$ cat src/rtl/uc_multiciclo_if.sv
// rtl/uc_multiciclo_if.sv - control bus between the multi-cycle FSM and the datapath/memory
interface uc_multiciclo_if;
  logic [5:0]  OP;
  logic        Zero;
  logic        mem_ready;
  logic        PCWrite;
  logic        PCWriteCond;
  logic        IorD;
  logic        MemRead;
  logic        MemWrite;
  logic        IRWrite;
  logic        MemToReg;
  logic        RegDst;
  logic        RegWrite;
  logic        ALUSrcA;
  logic [1:0]  ALUSrcB;
  logic [2:0]  ALUOp;
  logic        PCSource;
  logic        err;
  logic [31:0] retired;
  logic [3:0]  state;

  modport master (
    input  OP, Zero, mem_ready,
    output PCWrite, PCWriteCond, IorD, MemRead, MemWrite, IRWrite, MemToReg,
           RegDst, RegWrite, ALUSrcA, ALUSrcB, ALUOp, PCSource, err, retired, state
  );

  modport slave (
    output OP, Zero, mem_ready,
    input  PCWrite, PCWriteCond, IorD, MemRead, MemWrite, IRWrite, MemToReg,
           RegDst, RegWrite, ALUSrcA, ALUSrcB, ALUOp, PCSource, err, retired, state
  );
endinterface

$ cat src/rtl/uc_multiciclo.sv
// rtl/uc_multiciclo.sv - multi-cycle MIPS-subset control FSM with memory handshake and timeout
module uc_multiciclo #(
  parameter int WAIT_LIMIT = 15
) (
  input logic             clk,
  input logic             rst,
  uc_multiciclo_if.master bus
);
  localparam int WW = $clog2(WAIT_LIMIT + 1);

  localparam logic [5:0] OP_R    = 6'b000000;
  localparam logic [5:0] OP_MUL  = 6'b011100;
  localparam logic [5:0] OP_LW   = 6'b100011;
  localparam logic [5:0] OP_SW   = 6'b101011;
  localparam logic [5:0] OP_BEQ  = 6'b000100;
  localparam logic [5:0] OP_ADDI = 6'b001000;
  localparam logic [5:0] OP_ANDI = 6'b001100;
  localparam logic [5:0] OP_ORI  = 6'b001101;
  localparam logic [5:0] OP_SLTI = 6'b001010;

  typedef enum logic [3:0] {
    FETCH  = 4'd0,  DECODE = 4'd1,  MEMADR = 4'd2,  MEMRD  = 4'd3,
    MEMWB  = 4'd4,  MEMWR  = 4'd5,  EXEC_R = 4'd6,  RWB    = 4'd7,
    EXEC_I = 4'd8,  IWB    = 4'd9,  BRANCH = 4'd10, HALT   = 4'd11
  } state_t;

  state_t        state, nextState;
  logic [5:0]    opQ;
  logic [WW-1:0] waitCnt;
  logic          errQ;
  logic [31:0]   retiredQ;
  logic          retire;
  logic          memState;
  logic          timeout;

  assign memState = (state == FETCH) || (state == MEMRD) || (state == MEMWR);
  // The last tolerated idle cycle: if memory is still not ready now, give up.
  assign timeout  = !bus.mem_ready && (waitCnt == WW'(WAIT_LIMIT - 1));

  always_comb begin
    nextState = state;
    retire    = 1'b0;
    case (state)
      FETCH:  if (bus.mem_ready) nextState = DECODE;
              else if (timeout)  nextState = HALT;
      DECODE: case (bus.OP)
                OP_LW, OP_SW:                      nextState = MEMADR;
                OP_R, OP_MUL:                      nextState = EXEC_R;
                OP_ADDI, OP_ANDI, OP_ORI, OP_SLTI: nextState = EXEC_I;
                OP_BEQ:                            nextState = BRANCH;
                default:                           nextState = HALT;
              endcase
      MEMADR: nextState = (opQ == OP_LW) ? MEMRD : MEMWR;
      MEMRD:  if (bus.mem_ready) nextState = MEMWB;
              else if (timeout)  nextState = HALT;
      MEMWB:  begin nextState = FETCH; retire = 1'b1; end
      MEMWR:  if (bus.mem_ready) begin nextState = FETCH; retire = 1'b1; end
              else if (timeout)  nextState = HALT;
      EXEC_R: nextState = RWB;
      RWB:    begin nextState = FETCH; retire = 1'b1; end
      EXEC_I: nextState = IWB;
      IWB:    begin nextState = FETCH; retire = 1'b1; end
      BRANCH: begin nextState = FETCH; retire = 1'b1; end
      HALT:   nextState = HALT;
      default: nextState = HALT;
    endcase
  end

  always_ff @(posedge clk or posedge rst) begin
    if (rst) begin
      state    <= FETCH;
      opQ      <= 6'd0;
      waitCnt  <= '0;
      errQ     <= 1'b0;
      retiredQ <= 32'd0;
    end else begin
      state <= nextState;
      if (state == DECODE) opQ <= bus.OP;
      if (nextState != state)                waitCnt <= '0;
      else if (memState && !bus.mem_ready)   waitCnt <= waitCnt + 1'b1;
      if (nextState == HALT) errQ <= 1'b1;
      if (retire) retiredQ <= retiredQ + 32'd1;
    end
  end

  // Strobes are forced low during reset so nothing reaches memory mid-access.
  always_comb begin
    bus.PCWrite     = 1'b0;
    bus.PCWriteCond = 1'b0;
    bus.IorD        = 1'b0;
    bus.MemRead     = 1'b0;
    bus.MemWrite    = 1'b0;
    bus.IRWrite     = 1'b0;
    bus.MemToReg    = 1'b0;
    bus.RegDst      = 1'b0;
    bus.RegWrite    = 1'b0;
    bus.ALUSrcA     = 1'b0;
    bus.ALUSrcB     = 2'b00;
    bus.ALUOp       = 3'b000;
    bus.PCSource    = 1'b0;
    if (!rst) begin
      case (state)
        FETCH:  begin
                  bus.MemRead = 1'b1;
                  bus.ALUSrcB = 2'b01;
                  bus.IRWrite = bus.mem_ready;
                  bus.PCWrite = bus.mem_ready;
                end
        DECODE: bus.ALUSrcB = 2'b11;
        MEMADR: begin bus.ALUSrcA = 1'b1; bus.ALUSrcB = 2'b10; end
        MEMRD:  begin bus.IorD = 1'b1; bus.MemRead = 1'b1; end
        MEMWB:  begin bus.MemToReg = 1'b1; bus.RegWrite = 1'b1; end
        MEMWR:  begin bus.IorD = 1'b1; bus.MemWrite = 1'b1; end
        EXEC_R: begin bus.ALUSrcA = 1'b1; bus.ALUOp = 3'b101; end
        RWB:    begin bus.RegDst = 1'b1; bus.RegWrite = 1'b1; end
        EXEC_I: begin
                  bus.ALUSrcA = 1'b1;
                  bus.ALUSrcB = 2'b10;
                  case (opQ)
                    OP_ANDI: bus.ALUOp = 3'b010;
                    OP_ORI:  bus.ALUOp = 3'b011;
                    OP_SLTI: bus.ALUOp = 3'b100;
                    default: bus.ALUOp = 3'b000;
                  endcase
                end
        IWB:    bus.RegWrite = 1'b1;
        BRANCH: begin
                  bus.ALUSrcA     = 1'b1;
                  bus.ALUOp       = 3'b001;
                  bus.PCWriteCond = 1'b1;
                  bus.PCSource    = 1'b1;
                end
        default: ;
      endcase
    end
  end

  assign bus.err     = errQ;
  assign bus.retired = retiredQ;
  assign bus.state   = state;
endmodule

$ cat src/flat_wrapper.sv
// flat-port wrapper written by rule: the top's interface ports become plain ports
module uc_multiciclo_flat 
#(
  parameter int WAIT_LIMIT = 15
)
  (clk, rst, bus_OP, bus_Zero, bus_mem_ready, bus_PCWrite, bus_PCWriteCond, bus_IorD, bus_MemRead, bus_MemWrite, bus_IRWrite, bus_MemToReg, bus_RegDst, bus_RegWrite, bus_ALUSrcA, bus_ALUSrcB, bus_ALUOp, bus_PCSource, bus_err, bus_retired, bus_state);
  uc_multiciclo_if bus_i ();
  input logic clk;
  input logic rst;
  input wire logic [$bits(bus_i.OP)-1:0] bus_OP;
  input wire logic [$bits(bus_i.Zero)-1:0] bus_Zero;
  input wire logic [$bits(bus_i.mem_ready)-1:0] bus_mem_ready;
  output wire logic [$bits(bus_i.PCWrite)-1:0] bus_PCWrite;
  output wire logic [$bits(bus_i.PCWriteCond)-1:0] bus_PCWriteCond;
  output wire logic [$bits(bus_i.IorD)-1:0] bus_IorD;
  output wire logic [$bits(bus_i.MemRead)-1:0] bus_MemRead;
  output wire logic [$bits(bus_i.MemWrite)-1:0] bus_MemWrite;
  output wire logic [$bits(bus_i.IRWrite)-1:0] bus_IRWrite;
  output wire logic [$bits(bus_i.MemToReg)-1:0] bus_MemToReg;
  output wire logic [$bits(bus_i.RegDst)-1:0] bus_RegDst;
  output wire logic [$bits(bus_i.RegWrite)-1:0] bus_RegWrite;
  output wire logic [$bits(bus_i.ALUSrcA)-1:0] bus_ALUSrcA;
  output wire logic [$bits(bus_i.ALUSrcB)-1:0] bus_ALUSrcB;
  output wire logic [$bits(bus_i.ALUOp)-1:0] bus_ALUOp;
  output wire logic [$bits(bus_i.PCSource)-1:0] bus_PCSource;
  output wire logic [$bits(bus_i.err)-1:0] bus_err;
  output wire logic [$bits(bus_i.retired)-1:0] bus_retired;
  output wire logic [$bits(bus_i.state)-1:0] bus_state;
  assign bus_i.OP = bus_OP;
  assign bus_i.Zero = bus_Zero;
  assign bus_i.mem_ready = bus_mem_ready;
  assign bus_PCWrite = bus_i.PCWrite;
  assign bus_PCWriteCond = bus_i.PCWriteCond;
  assign bus_IorD = bus_i.IorD;
  assign bus_MemRead = bus_i.MemRead;
  assign bus_MemWrite = bus_i.MemWrite;
  assign bus_IRWrite = bus_i.IRWrite;
  assign bus_MemToReg = bus_i.MemToReg;
  assign bus_RegDst = bus_i.RegDst;
  assign bus_RegWrite = bus_i.RegWrite;
  assign bus_ALUSrcA = bus_i.ALUSrcA;
  assign bus_ALUSrcB = bus_i.ALUSrcB;
  assign bus_ALUOp = bus_i.ALUOp;
  assign bus_PCSource = bus_i.PCSource;
  assign bus_err = bus_i.err;
  assign bus_retired = bus_i.retired;
  assign bus_state = bus_i.state;
  uc_multiciclo #(.WAIT_LIMIT(WAIT_LIMIT)) u_core (.clk(clk), .rst(rst), .bus(bus_i));
endmodule
$ cat config.mk
export PLATFORM = sky130hd
export DESIGN_NAME = uc_multiciclo_flat
export DESIGN_NICKNAME = d
export VERILOG_FILES = /design/src/rtl/uc_multiciclo_if.sv /design/src/rtl/uc_multiciclo.sv /design/src/flat_wrapper.sv
export SDC_FILE = /design/constraint.sdc
export NUM_CORES = 1
export LEC_CHECK = 0
export CAP_MARGIN = 20
export CORE_MARGIN = 3
export CORE_UTILIZATION = 50
export CTS_CLUSTER_DIAMETER = 40
export DETAILED_ROUTE_END_ITERATION = 7
export HOLD_SLACK_MARGIN = 0.1
export PLACE_DENSITY = 0.85
export SLEW_MARGIN = 0
export SYNTH_ARGS = -nofsm -noshare
export SYNTH_HDL_FRONTEND = slang
export SYNTH_SLANG_ARGS = --single-unit
$ cat constraint.sdc
create_clock -name clk -period 5.1 [get_ports clk]
set_input_delay 1.53 -clock clk [delete_from_list [all_inputs] [get_ports clk]]
set_output_delay 1.53 -clock clk [all_outputs]
set_load 0.1 [all_outputs]
==> flow_summary.toml <==
[sta]
worst_slew_pin_slew_ns = 1.02
finalSetupViolCount = 0
maxSlewViolCount = 0
max_slew_margin_pct = 31.6
finalHoldViolCount = 0
period_needed_ns = 4.51
period_share_pct = 88.3
grt_setup_unrepaired = "false"
timing.fmax_mhz = 222
finalClockSkew_ns = 0.00744

[synthesis]
yosysSeqAreaShare_pct = 43.2
synthTopCellsByArea = "dfrtp_1, xor2_1, xnor2_1"
synth_nets = 297
synth_top_area_share_pct = 43.2
synth_cell_types = 55
ys_ff_latch = 47
async_flop_share_pct = 100
ys.flop_type = "dfrtp_1"
synth_area_um2 = 2720
synth_area_per_cell_um2 = 9.59
synth_warnings = 0
yosysTopAreaCell = "dfrtp_1"
synth_edf_count = 0
synth_cells = 284

[power]
p_clk_share_pct = 11.4
p_leak_nw = 1.43
intPower_uw = 978
power_density_nw_per_um2 = 592
combPwrFrac_pct = 60.2
p_sw_mw = 1.17
seq_power_share_pct = 28.4
sw_frac_of_total_pct = 54.5
vdd_drop_max_mv = 0.320

[critical_path]
max_stage_delay_ns = 0.74
crit_slowest_cell = "clkdlybuf4s50_1"
required_ns = 3.57
startpoint_type = "input pin"
r2r_cells = 6
cp_max_fo = 10
cp-end-kind = "output pin"
path_class = "input pin to output pin"
rrSetupSlack_ns = 2.62
r2r_start = "u_core.bus.state[2]$_DFF_PP0_"
worstPathCellList = "clkdlybuf4s50_1, clkinvlp_4, and4_1, buf_12"
crit_start = "rst"
cp.arrival_ns = 2.98

[placed_design]
dpl_cell_area_um2 = 3530
place_inst = 403
port-buffer-count = 61
gp_congestion = 0.837
dp_hpwl_um = 4610

[finish]
antennaDiodeCount = 0
fin_nets = 353
stdcell_count = 411
drive_gt1_share_pct = 14.1
design_area_um2 = 3630
post-route-util_pct = 70.2
area_growth_syn_to_layout_pct = 33.3

[cts]
clk_pin_slew_ns = 0.09
cts_tree = "done"
postCtsResizedCells = 0
numCtsBuffers = 5
cts_root_buf = "clkbuf_8"
hold_buffers = 0
worstSkewPairLatency_ns = 0.29
clockBufferDepth = 2
cts.sinks = 47
cts_setup_buffers = 0
htree_levels = 2

[job]
cap_violations = 0

[routing]
ant_nets = 0
drtIter0Drc = 171
vias = 2302
routed_wl_um = 6300
avgViaCountPerCell = 5.60
remaining_drc_errors = 0
post_drt_wl_per_cell_um = 15.3
drt-pass1-iter-count = 4

[floorplan]
fp.dieW_um = 79.8
initial_core_util_pct = 52.6
dieHeight_um = 79.8
num_rows = 26
die_area_um2 = 6370
boundaryPins = 63
core_um2 = 5170

[global_route]
grt_pass1_vias = 2261
grt-ovfl-total = 0
grt_max_degree = 28
grt_pass1_wl_um = 10800
antenna_found_initial = 0
grtUsageTotal_pct = 21.2

[worst_hold_path]
hold_path_depth = 1
hp-start = "u_core.bus.retired[16]$_DFFE_PP0P_"
hold_class = "flip-flop to flip-flop"

[status]
status = "complete, no violations"
==> routing by layer <==
metal  vias to the layer above  share of wire [%]  wire length (um)  track usage (%)
li1                       1110                  -                 -                -
met1                      1124                 45              2800             27.8
met2                        60                 49              3100             35.1
met3                         8                5.1               324             4.85
met4                         0                1.1                71             6.25
met5                         -                  0                 0                0
==> logic make-up after synthesis <==
kind of cell             share of synthesized area (%)
AND/OR/NAND/NOR                                   24.8
buffers and inverters                             4.27
multiplexers                                      3.63
flip-flops                                        43.2
AO/OA/AOI/OAI                                     10.8
XOR/XNOR                                          11.9
adder cells (fa/ha/maj)                           1.38
==> registers in the layout (all words and copies together), names as in the netlist <==
register / count
u_core.bus.err: 1
u_core.bus.state: 4
u_core.bus.retired: 32
u_core.opQ: 6
u_core.waitCnt: 4
==> Yosys cell counts (all sizes together) (2+ instances only) <==
master,n
a211oi,2
a21oi,5
a22oi,2
a32oi,2
and2b,2
and3,7
and4,5
buf,12
clkbuf,3
dfrtp,47
ha,3
inv,9
mux2,7
mux2i,2
nand2,20
nand2b,8
nand3,16
nand4,8
nor2,32
nor3,15
nor3b,4
o211ai,2
o21a,2
o21ai,10
o311ai,4
o31ai,2
xnor2,18
xor2,19
==> layout make-up <==
class                   count  area, um^2
clock buffers               7        96.3
fillers                   386        1540
repair buffers             64         781
inverters                   9        37.5
flip-flops and latches     47        1180
well taps                  70        87.6
clock inverters             1        7.51
multi-input cells         213        1440
==> power by group through the flow <==
stage / Sequential, mW / Combinational [mW] / Clock, mW
6_report: 0.611 / 1.29 / 0.246
5_1_grt: 0.636 / 1.37 / 0.268
4_1_cts: 0.609 / 1.30 / 0.252
3_5_place_dp: 0.616 / 1.29 / 0
3_3_place_gp: 0.608 / 1.27 / 0
2_1_floorplan: 0.919 / 0.672 / 0
==> worst paths after layout <==
kind	end
max	bus_IorD
min in group asynchronous	u_core.opQ[1]$_DFFE_PP0N_
max reg2reg	u_core.bus.retired[28]$_DFFE_PP0P_
max in group asynchronous	u_core.bus.retired[20]$_DFFE_PP0P_
min reg2reg	u_core.bus.retired[16]$_DFFE_PP0P_
min	u_core.bus.retired[16]$_DFFE_PP0P_
==> cell usage in the layout, fill, tap and decap left out, types with 2 or more instances in the layout <==
master / netlist / routed
inv_1: 9 / 8
nor3b_1: 3 / 3
nor3_4: 3 / 3
mux2i_1: 2 / 2
o21ai_0: 6 / 6
mux2_2: 7 / 7
nand2_1: 20 / 20
nand4_1: 8 / 8
clkinvlp_4: 0 / 2
clkdlybuf4s50_1: 0 / 45
a21oi_1: 5 / 5
nand2b_1: 8 / 8
a22oi_1: 2 / 2
clkbuf_8: 0 / 7
and3_1: 7 / 7
nor2_1: 32 / 32
o311ai_0: 3 / 3
buf_4: 3 / 4
and4_1: 5 / 4
o21ai_1: 3 / 3
o211ai_1: 2 / 2
nand3_1: 16 / 16
xnor2_1: 18 / 18
dfrtp_1: 47 / 47
buf_12: 0 / 15
ha_1: 3 / 3
nor3_1: 12 / 11
xor2_1: 19 / 19
a32oi_1: 2 / 2
o31ai_1: 2 / 2
==> worst max-delay path: cells and delay by family <==
family / cells / cell delay [ns]
AND/OR/NAND/NOR: 1 / 0.27
buffers and inverters: 3 / 1.18
==> through the flow <==
step | hold WS (ns) | power [mW] | setup TNS [ns] | setup slack (ns)
final | 0.501 | 2.15 | 0 | 0.594
after global placement | 0.460 | 1.88 | 0 | 0.602
after floorplan | 0.486 | 1.59 | -2.41 | -0.443
after detailed placement | 0.480 | 1.91 | 0 | 0.598
after global routing | 0.525 | 2.27 | 0 | 0.472
after CTS | 0.498 | 2.16 | 0 | 0.588
Note: power is estimated with default switching activity, not from simulation.
